$ cat src/rtl/tpu_seq_if.sv
// Stream and memory-bus signals between the tpu_seq sequencer and its neighbours.
// master = sequencer side, slave = host stream / tpuv1 bus side.
interface tpu_seq_if #(
  parameter int DATAW = 64,
  parameter int ADDRW = 16
);
  logic             in_valid;
  logic             in_ready;
  logic [DATAW-1:0] in_data;
  logic             out_valid;
  logic             out_ready;
  logic [DATAW-1:0] out_data;
  logic             tpu_r_w;
  logic [ADDRW-1:0] tpu_addr;
  logic [DATAW-1:0] tpu_wdata;
  logic [DATAW-1:0] tpu_rdata;

  modport master (
    input  in_valid, in_data, out_ready, tpu_rdata,
    output in_ready, out_valid, out_data, tpu_r_w, tpu_addr, tpu_wdata
  );

  modport slave (
    output in_valid, in_data, out_ready, tpu_rdata,
    input  in_ready, out_valid, out_data, tpu_r_w, tpu_addr, tpu_wdata
  );
endinterface

$ cat src/rtl/tpu_seq.sv
// Host-side sequencer for tpuv1: streams C/A/B words onto the bus, triggers MatMul,
// waits out the array latency, then reads C back as 16 words on the output stream.
//
// state   | meaning
// IDLE    | waiting for start
// LOAD_C  | accepting 2*DIM accumulator preload words
// LOAD_A  | accepting DIM rows of A
// LOAD_B  | accepting DIM rows of B
// TRIGGER | issue the MatMul write
// WAIT    | array latency down-count
// RD_ADDR | present C read address k
// RD_CAP  | capture tpu_rdata into out_data
// RD_OUT  | hold output word until accepted
module tpu_seq #(
  parameter int DIM         = 8,
  parameter int DATAW       = 64,
  parameter int ADDRW       = 16,
  parameter int WAIT_CYCLES = 24
) (
  input  logic clk,
  input  logic rst_n,
  input  logic start,
  input  logic acc,
  output logic busy,
  output logic done,
  tpu_seq_if.master bus
);

  localparam int KW = $clog2(2*DIM);
  localparam int WW = $clog2(WAIT_CYCLES+1);

  localparam logic [KW-1:0]    K_LAST_C  = KW'(2*DIM-1);
  localparam logic [KW-1:0]    K_LAST_AB = KW'(DIM-1);
  localparam logic [WW-1:0]    WAIT_LOAD = WW'(WAIT_CYCLES-1);
  localparam logic [ADDRW-1:0] BASE_A    = ADDRW'(16'h0100);
  localparam logic [ADDRW-1:0] BASE_B    = ADDRW'(16'h0200);
  localparam logic [ADDRW-1:0] BASE_C    = ADDRW'(16'h0300);
  localparam logic [ADDRW-1:0] ADDR_TRIG = ADDRW'(16'h0400);

  typedef enum logic [3:0] {
    IDLE, LOAD_C, LOAD_A, LOAD_B, TRIGGER, WAIT, RD_ADDR, RD_CAP, RD_OUT
  } state_t;

  state_t           state;
  logic [KW-1:0]    k;
  logic [WW-1:0]    wait_cnt;
  logic             in_xfer;
  logic [ADDRW-1:0] k_off;

  assign in_xfer = bus.in_valid && bus.in_ready;
  assign k_off   = ADDRW'({k, 3'b000});

  always_ff @(posedge clk or negedge rst_n) begin
    if (!rst_n) begin
      state         <= IDLE;
      k             <= '0;
      wait_cnt      <= '0;
      busy          <= 1'b0;
      done          <= 1'b0;
      bus.in_ready  <= 1'b0;
      bus.out_valid <= 1'b0;
      bus.out_data  <= {DATAW{1'b0}};
      bus.tpu_r_w   <= 1'b0;
      bus.tpu_addr  <= '0;
      bus.tpu_wdata <= {DATAW{1'b0}};
    end else begin
      done        <= 1'b0;
      bus.tpu_r_w <= 1'b0;
      case (state)
        IDLE: begin
          if (start) begin
            k            <= '0;
            busy         <= 1'b1;
            bus.in_ready <= 1'b1;
            state        <= acc ? LOAD_C : LOAD_A;
          end
        end
        LOAD_C: begin
          if (in_xfer) begin
            bus.tpu_r_w   <= 1'b1;
            bus.tpu_wdata <= bus.in_data;
            bus.tpu_addr  <= BASE_C + k_off;
            if (k == K_LAST_C) begin
              k     <= '0;
              state <= LOAD_A;
            end else begin
              k <= k + 1'b1;
            end
          end
        end
        LOAD_A: begin
          if (in_xfer) begin
            bus.tpu_r_w   <= 1'b1;
            bus.tpu_wdata <= bus.in_data;
            bus.tpu_addr  <= BASE_A + k_off;
            if (k == K_LAST_AB) begin
              k     <= '0;
              state <= LOAD_B;
            end else begin
              k <= k + 1'b1;
            end
          end
        end
        LOAD_B: begin
          if (in_xfer) begin
            bus.tpu_r_w   <= 1'b1;
            bus.tpu_wdata <= bus.in_data;
            bus.tpu_addr  <= BASE_B + k_off;
            if (k == K_LAST_AB) begin
              k            <= '0;
              bus.in_ready <= 1'b0;
              state        <= TRIGGER;
            end else begin
              k <= k + 1'b1;
            end
          end
        end
        TRIGGER: begin
          // Outputs are registered, so the trigger write lands in the first WAIT cycle.
          bus.tpu_r_w   <= 1'b1;
          bus.tpu_addr  <= ADDR_TRIG;
          bus.tpu_wdata <= {DATAW{1'b0}};
          wait_cnt      <= WAIT_LOAD;
          state         <= WAIT;
        end
        WAIT: begin
          if (wait_cnt == '0) begin
            k     <= '0;
            state <= RD_ADDR;
          end else begin
            wait_cnt <= wait_cnt - 1'b1;
          end
        end
        RD_ADDR: begin
          bus.tpu_addr <= BASE_C + k_off;
          state        <= RD_CAP;
        end
        RD_CAP: begin
          bus.out_data  <= bus.tpu_rdata;
          bus.out_valid <= 1'b1;
          state         <= RD_OUT;
        end
        RD_OUT: begin
          if (bus.out_ready) begin
            bus.out_valid <= 1'b0;
            if (k == K_LAST_C) begin
              k     <= '0;
              done  <= 1'b1;
              busy  <= 1'b0;
              state <= IDLE;
            end else begin
              k     <= k + 1'b1;
              state <= RD_ADDR;
            end
          end
        end
        default: state <= IDLE;
      endcase
    end
  end

endmodule
$ cat src/flat_wrapper.sv
// flat-port wrapper written by rule: the top's interface ports become plain ports
module tpu_seq_flat 
#(
  parameter int DIM         = 8,
  parameter int DATAW       = 64,
  parameter int ADDRW       = 16,
  parameter int WAIT_CYCLES = 24
)
  (clk, rst_n, start, acc, busy, done, bus_in_valid, bus_in_data, bus_out_ready, bus_tpu_rdata, bus_in_ready, bus_out_valid, bus_out_data, bus_tpu_r_w, bus_tpu_addr, bus_tpu_wdata);
  tpu_seq_if #(.DATAW(DATAW), .ADDRW(ADDRW)) bus_i ();
  input  logic clk;
  input  logic rst_n;
  input  logic start;
  input  logic acc;
  output logic busy;
  output logic done;
  input wire logic [$bits(bus_i.in_valid)-1:0] bus_in_valid;
  input wire logic [$bits(bus_i.in_data)-1:0] bus_in_data;
  input wire logic [$bits(bus_i.out_ready)-1:0] bus_out_ready;
  input wire logic [$bits(bus_i.tpu_rdata)-1:0] bus_tpu_rdata;
  output wire logic [$bits(bus_i.in_ready)-1:0] bus_in_ready;
  output wire logic [$bits(bus_i.out_valid)-1:0] bus_out_valid;
  output wire logic [$bits(bus_i.out_data)-1:0] bus_out_data;
  output wire logic [$bits(bus_i.tpu_r_w)-1:0] bus_tpu_r_w;
  output wire logic [$bits(bus_i.tpu_addr)-1:0] bus_tpu_addr;
  output wire logic [$bits(bus_i.tpu_wdata)-1:0] bus_tpu_wdata;
  assign bus_i.in_valid = bus_in_valid;
  assign bus_i.in_data = bus_in_data;
  assign bus_i.out_ready = bus_out_ready;
  assign bus_i.tpu_rdata = bus_tpu_rdata;
  assign bus_in_ready = bus_i.in_ready;
  assign bus_out_valid = bus_i.out_valid;
  assign bus_out_data = bus_i.out_data;
  assign bus_tpu_r_w = bus_i.tpu_r_w;
  assign bus_tpu_addr = bus_i.tpu_addr;
  assign bus_tpu_wdata = bus_i.tpu_wdata;
  tpu_seq #(.DIM(DIM), .DATAW(DATAW), .ADDRW(ADDRW), .WAIT_CYCLES(WAIT_CYCLES)) u_core (.clk(clk), .rst_n(rst_n), .start(start), .acc(acc), .busy(busy), .done(done), .bus(bus_i));
endmodule
$ cat config.mk
export PLATFORM = sky130hd
export DESIGN_NAME = tpu_seq_flat
export DESIGN_NICKNAME = d
export VERILOG_FILES = /design/src/rtl/tpu_seq_if.sv /design/src/rtl/tpu_seq.sv /design/src/flat_wrapper.sv
export SDC_FILE = /design/constraint.sdc
export NUM_CORES = 1
export LEC_CHECK = 0
export ABC_CLOCK_PERIOD_IN_PS = 5700
export CAP_MARGIN = 5
export CORE_AREA = 3 3 111 140
export CTS_CLUSTER_SIZE = 28
export DETAILED_ROUTE_END_ITERATION = 16
export DIE_AREA = 0 0 114 143
export PLACE_DENSITY_LB_ADDON = 0.15
export SLEW_MARGIN = 30
export SYNTH_ARGS = -nofsm -noshare
export SYNTH_HDL_FRONTEND = slang
export SYNTH_SLANG_ARGS = --single-unit
$ cat constraint.sdc
create_clock -name clk -period 5.7 [get_ports clk]
set_input_delay 0.57 -clock clk [delete_from_list [all_inputs] [get_ports clk]]
set_output_delay 0.57 -clock clk [all_outputs]
set_load 0.03 [all_outputs]
==> results of run 1 <==
[worst paths after layout]
kind | cells past startpoint | end | from
worst min register to register | 1 | u_core.bus.tpu_addr[10] | u_core.bus.tpu_addr[10]
worst max register to register | 4 | u_core.bus.tpu_wdata[27] | u_core.state[0]
max in group asynchronous | 2 | u_core.bus.out_data[23] | rst_n
worst min-delay path | 1 | u_core.state[2] | rst_n
worst max-delay path | 4 | u_core.bus.tpu_wdata[27] | u_core.state[0]
min in group clk | 1 | u_core.bus.tpu_addr[10] | u_core.bus.tpu_addr[10]
[logic make-up (layout without fill, tap and decap cells)]
group / Yosys count / in the layout / synth area share
simple gates: 197 / 197 / 0.136
flops: 153 / 153 / 0.596
compound gates: 98 / 98 / 0.0899
mux: 73 / 73 / 0.128
buf+inv: 55 / 318 / 0.0427
fa+ha+maj: 2 / 2 / 0.00390
xor+xnor: 2 / 2 / 0.00273
other cells: 1 / 10 / 0.000584
[final cells by class]
| type | instances | area [um^2] |
|---|---|---|
| Clock inverter | 10 | 118 |
| Inverter | 9 | 33.8 |
| Sequential cell | 153 | 3830 |
| Tap cell | 178 | 223 |
| Multi-Input combinational cell | 381 | 2360 |
| Timing Repair Buffer | 277 | 2780 |
| Antenna cell | 1 | 2.50 |
| Fill cell | 1107 | 4520 |
| Clock buffer | 22 | 484 |
[per-stage QoR]
| step | instances | util | setup WS, ns | cell area [um^2] | power [mW] |
|---|---|---|---|---|---|
| global route | 1031 | 0.685 | 3.08 | 9830 | 6.60 |
| floorplan | 589 | - | 3.90 | 6450 | 3.78 |
| detailed placement | 998 | 0.643 | 3.08 | 9220 | 5.16 |
| finish | 1031 | 0.685 | 3.31 | 9830 | 6.25 |
| CTS | 1030 | 0.684 | 3.31 | 9820 | 6.31 |
| global placement | 997 | 0.641 | 2.92 | 9200 | 5.06 |
[critical path, cell delays in order, from the launching register on]
cell and delay, ns:
dfrtp_1 0.82, nor2_1 0.23, and2b_4 0.71, buf_12 0.33, o21ai_0 0.14
[flip-flops by register name, indices dropped and copies added, names as in the netlist]
register,flops
u_core.busy,1
u_core.bus.out_data,64
u_core.bus.out_valid,1
u_core.done,1
u_core.bus.tpu_r_w,1
u_core.k,4
u_core.wait_cnt,5
u_core.state,4
u_core.bus.in_ready,1
u_core.bus.tpu_addr,7
u_core.bus.tpu_wdata,64
[synth_stat cells (3+ instances only)]
master | n | area (um^2)
dfrtp_1 | 153 | 3830
nand2_1 | 141 | 529
o21ai_0 | 73 | 365
mux2_2 | 68 | 766
nor2_1 | 18 | 67.6
buf_2 | 15 | 75.1
clkbuf_1 | 14 | 52.6
buf_4 | 13 | 97.6
nand3_1 | 10 | 50.1
inv_1 | 9 | 33.8
a21oi_1 | 5 | 25.0
nor3_1 | 5 | 25.0
buf_1 | 4 | 15.0
nor2b_1 | 4 | 25.0
a31oi_1 | 3 | 18.8
a41oi_1 | 3 | 26.3
mux2i_1 | 3 | 30.0
o21bai_1 | 3 | 22.5
[layer usage]
layer	share of wire	wire (um)	global-route usage
met1	0.38	6930	0.258
met2	0.51	9130	0.364
met3	0.094	1700	0.0877
met4	0.015	279	0.0794
met5	0	0	0
[where the power goes]
part / internal, mW / total (mW) / switching [mW]
clock network: 0.692 / 1.12 / 0.431
logic: 1.37 / 3.15 / 1.78
registers: 1.62 / 1.98 / 0.358
==> impl_metrics.csv, run 1 <==
group,metric,value,unit
placed_design,hpwl,13000,um
setup_path,endpoint_kind,"register",
clock_tree,clock_sinks,153,
drt,routed_wl,18000,um
timing,fmax,418,MHz
power,power_density,636,nW/um^2
logic_synthesis,synthFlopType,"dfrtp_1",
global_routing,antenna_found_initial,1,
logic_synthesis,synthArstFlopShare,1.00,
timing,grt_setup_unrepaired,"false",
drt,vias_per_cell,5.00,
logic_synthesis,synth_cell_types,49,
logic_synthesis,ys_warn_count,0,
global_routing,overflow,0,
layout,final_nets,975,
clock_tree,post_cts_buffers,0,
floorplan,fp.dieW,114,um
global_routing,grt_usage,0.220,
floorplan,ios,283,
setup_path,crit_type,"reg2reg",
clock_tree,cts_buffer_depth,2,
logic_synthesis,ys_seq_area_frac,0.596,
setup_path,r2r_setup_slack,3.31,ns
timing,min_period,2.39,ns
layout,layout_commonest_cell,"clkdlybuf4s50_1",
floorplan,die-area,16300,um^2
global_routing,grt_pass1_wl,27700,um
timing,worst-slew-pin-transition,0.841,ns
timing,setup-tns-final,0,ns
run,drv_cap,0,
floorplan,start_util,0.447,
clock_tree,numCtsBuffers,17,
timing,slew_headroom,0.439,
clock_tree,tritoncts,"yes",
setup_path,critical_path_arrival,2.67,ns
floorplan,die_y,143,um
clock_tree,htreeDepth,4,
setup_path,required,5.98,ns
layout,drive_gt1_frac,0.137,
global_routing,grt_max_degree,83,
logic_synthesis,ys_ff_latch,153,
run_status,status,"finished clean",
power,p_leak,4.26,nW
layout,layout_common_cells,"clkdlybuf4s50_1 (272), dfrtp_1 (153), nand2_1 (140)",
timing,final-hold-violation-count,0,
drt,wl_per_cell,17.5,um
drt,drc_errors,0,
floorplan,core_area,14300,um^2
timing,setup_viol,0,
global_routing,grt_pass1_vias,5167,
logic_synthesis,netlist_instances,581,
clock_tree,root_buffer,"clkbuf_16",
timing,final.setup_skew,0.00947,ns
setup_path,crit_path_start_kind,"register",
power,ir_drop,0.372,mV
drt,ant_nets,0,
clock_tree,post_cts_resized,0,
clock_tree,clk_latency,0.42,ns
logic_synthesis,synth_edf_count,0,
placed_design,io_buffers,273,
logic_synthesis,syn_area,6420,um^2
hold_path,worstHoldPathType,"in2async",
floorplan,num_rows,49,
drt,vias,5155,
setup_path,crit_fanout,70,
timing,fin_crit_sh,0.419,
drt,first_pass_iters,4,
placed_design,globalplace.congestion,0.791,
layout,syn2layout_area_growth,53.1,%
drt,initialDrtViolationCount,268,
logic_synthesis,postSynthAreaPerCell,11.0,um^2
clock_tree,ctsHoldBuffers,0,
clock_tree,clk_pin_slew_worst_paths,0.06,ns
timing,drv_slew,0,
timing,hold_slack,0.193,ns
No activity file was read; power rests on OpenSTA's default activity.
==> run 2, diff against run 1 <==
--- a/config.mk
+++ b/config.mk
@@ -5,12 +5,12 @@
 export SDC_FILE = /design/constraint.sdc
 export NUM_CORES = 1
 export LEC_CHECK = 0
-export ABC_CLOCK_PERIOD_IN_PS = 5700
+export ABC_CLOCK_PERIOD_IN_PS = 2100
 export CAP_MARGIN = 5
-export CORE_AREA = 3 3 111 140
+export CORE_AREA = 3 3 121 152
 export CTS_CLUSTER_SIZE = 28
 export DETAILED_ROUTE_END_ITERATION = 16
-export DIE_AREA = 0 0 114 143
+export DIE_AREA = 0 0 124 155
 export PLACE_DENSITY_LB_ADDON = 0.15
 export SLEW_MARGIN = 30
 export SYNTH_ARGS = -nofsm -noshare
==> constraint.sdc (replaced) <==
create_clock -name clk -period 2.1 [get_ports clk]
set_input_delay 0.21 -clock clk [delete_from_list [all_inputs] [get_ports clk]]
set_output_delay 0.21 -clock clk [all_outputs]
set_load 0.03 [all_outputs]
==> run 2 against run 1 <==
- clock skew is 0.0036 ns lower
- die area up 18%
- first-iteration DRC count down 27%
- via count up 1.3%
- flip-flop and latch count unchanged
- clock power rose to 2.7 times the previous value
- highest routed layer unchanged
- critical path type unchanged
- total power grew to 2.7 times the previous value
- utilization fell by 9.0 points
- largest cell class unchanged
- critical path depth grew 2
- register-to-register slack worse by 3.2 ns
==> impl_metrics.csv, run 2 (synthesized netlist as in run 1, its figures left out) <==
group,metric,value,unit
run_status,status,"finished clean",
clock_tree,root_buffer,"clkbuf_16",
floorplan,die-area,19200,um^2
timing,setup-tns-final,0,ns
timing,grt_setup_unrepaired,"false",
layout,final_nets,995,
setup_path,crit_fanout,10,
setup_path,crit_type,"reg2reg",
run,drv_cap,0,
layout,drive_gt1_frac,0.155,
timing,setup_viol,0,
floorplan,ios,283,
timing,final.setup_skew,0.00591,ns
timing,fmax,511,MHz
clock_tree,post_cts_buffers,0,
power,ir_drop,0.717,mV
drt,drc_errors,0,
floorplan,die_y,155,um
timing,fin_crit_sh,0.932,
power,p_leak,4.37,nW
layout,fillers,1428,
timing,drv_slew,0,
global_routing,grt_pass1_wl,28800,um
floorplan,fp.dieW,124,um
drt,wl_met1,6990,um
clock_tree,numCtsBuffers,17,
timing,min_period,1.96,ns
drt,first_pass_iters,4,
hold_path,worstHoldPathType,"in2async",
layout,regArea,3830,um^2
layout,multi_input_area,2360,um^2
power,power_density,1700,nW/um^2
global_routing,antenna_found_initial,0,
timing,setup_ws,0.142,ns
clock_tree,clk_latency,0.42,ns
layout,antenna_cells,0,
layout,layout_common_cells,"clkdlybuf4s50_1 (272), dfrtp_1 (152), nand2_1 (140)",
placed_design,dp_slack,0.129,ns
global_routing,overflow,0,
floorplan,num_rows,53,
drt,initialDrtViolationCount,196,
timing,final-hold-violation-count,0,
drt,ant_nets,0,
clock_tree,tritoncts,"yes",
placed_design,globalplace.congestion,0.886,
drt,vias,5220,
clock_tree,htreeDepth,4,
clock_tree,clock_sinks,153,
clock_tree,clk_pin_slew_worst_paths,0.06,ns
setup_path,required,2.40,ns
timing,hold_slack,0.305,ns
drt,wl_met3,1730,um
layout,final_util,0.594,
layout,syn2layout_area_growth,57.2,%
drt,routed_wl,18600,um
drt,vias_per_cell,4.79,
global_routing,grt_max_degree,50,
floorplan,start_util,0.378,
layout,reg_top3,"u_core.bus.out_data: 64 flops, u_core.bus.tpu_wdata: 64 flops, u_core.bus.tpu_addr: 7 flops",
floorplan,core_area,17000,um^2
global_routing,grt_pass1_vias,5430,
setup_path,crit_path_start_kind,"register",
drt,wl_per_cell,17.1,um
layout,layout_commonest_cell,"clkdlybuf4s50_1",
placed_design,hpwl,14000,um
global_routing,grt_usage,0.193,
setup_path,endpoint_kind,"register",
drt,met2_length,9550,um
clock_tree,cts_buffer_depth,2,
drt,highest_layer,"met4",
placed_design,io_buffers,273,
setup_path,critical_path_arrival,2.26,ns
[run 2: cell types whose count changed in the layout (fill, tap and decap cells not counted), moves of 2 or more]
cell,change
buf_12,+7
buf_4,+13
clkbuf_8,-4
clkinv_4,-2
[run 2: area by class of cell]
type	instances	share of cell area
inverters	9	0.00335
clock inverters	12	0.0150
well taps	220	0.0273
flip-flops and latches	153	0.379
multi-input cells	381	0.233
repair buffers	297	0.299
clock buffers	18	0.0425
[run 2: final timing paths]
kind,depth (start not counted),slack (ns),end,start
hold reg to reg,1,0.50,u_core.bus.tpu_addr[10],u_core.bus.tpu_addr[10]
setup / recovery,6,0.14,u_core.k[0],u_core.wait_cnt[0]
max in group asynchronous,3,1.08,u_core.bus.out_data[18],rst_n
setup reg to reg,6,0.14,u_core.k[0],u_core.wait_cnt[0]
min in group clk,3,0.34,u_core.bus.tpu_wdata[13],bus_in_data[13]
hold / removal,2,0.31,u_core.bus.out_data[53],rst_n
[run 2: what timing repair did]
| item | in CTS | in global routing |
|---|---|---|
| endpoints found under the hold margin | 44 | 0 |
| endpoints found under the setup margin | 0 | 2 |
| gates resized for setup | 0 | 2 |
| hold buffers | 1 | 0 |
[run 2: power by group]
part	internal (mW)	switching, mW	total [mW]
registers	4.39	0.912	5.31
clock network	1.85	1.18	3.03
logic	3.88	4.95	8.83
total	10.1	7.04	17.2
[run 2: per-layer routing]
layer | vias to the layer above | GRT usage
met2 | 199 | 0.338
met5 | - | 0
met3 | 20 | 0.0731
li1 | 2496 | -
met1 | 2505 | 0.215
met4 | 0 | 0.0637
[run 2: stage by stage]
| step | power [mW] | area, um^2 | instances |
|---|---|---|---|
| after floorplan | 10.3 | 6450 | 589 |
| after global placement | 14.0 | 9500 | 1059 |
| after detailed placement | 14.2 | 9500 | 1059 |
| after CTS | 17.4 | 10100 | 1090 |
| after global routing | 18.2 | 10100 | 1090 |
| final | 17.2 | 10100 | 1090 |
[run 2: critical path, stage by stage (launching register included)]
cell and delay [ns]:
dfrtp_1 0.39, inv_1 0.08, ha_1 0.19, or4b_1 0.51, nand2_2 0.20, nand3_1 0.17, mux2_4 0.29
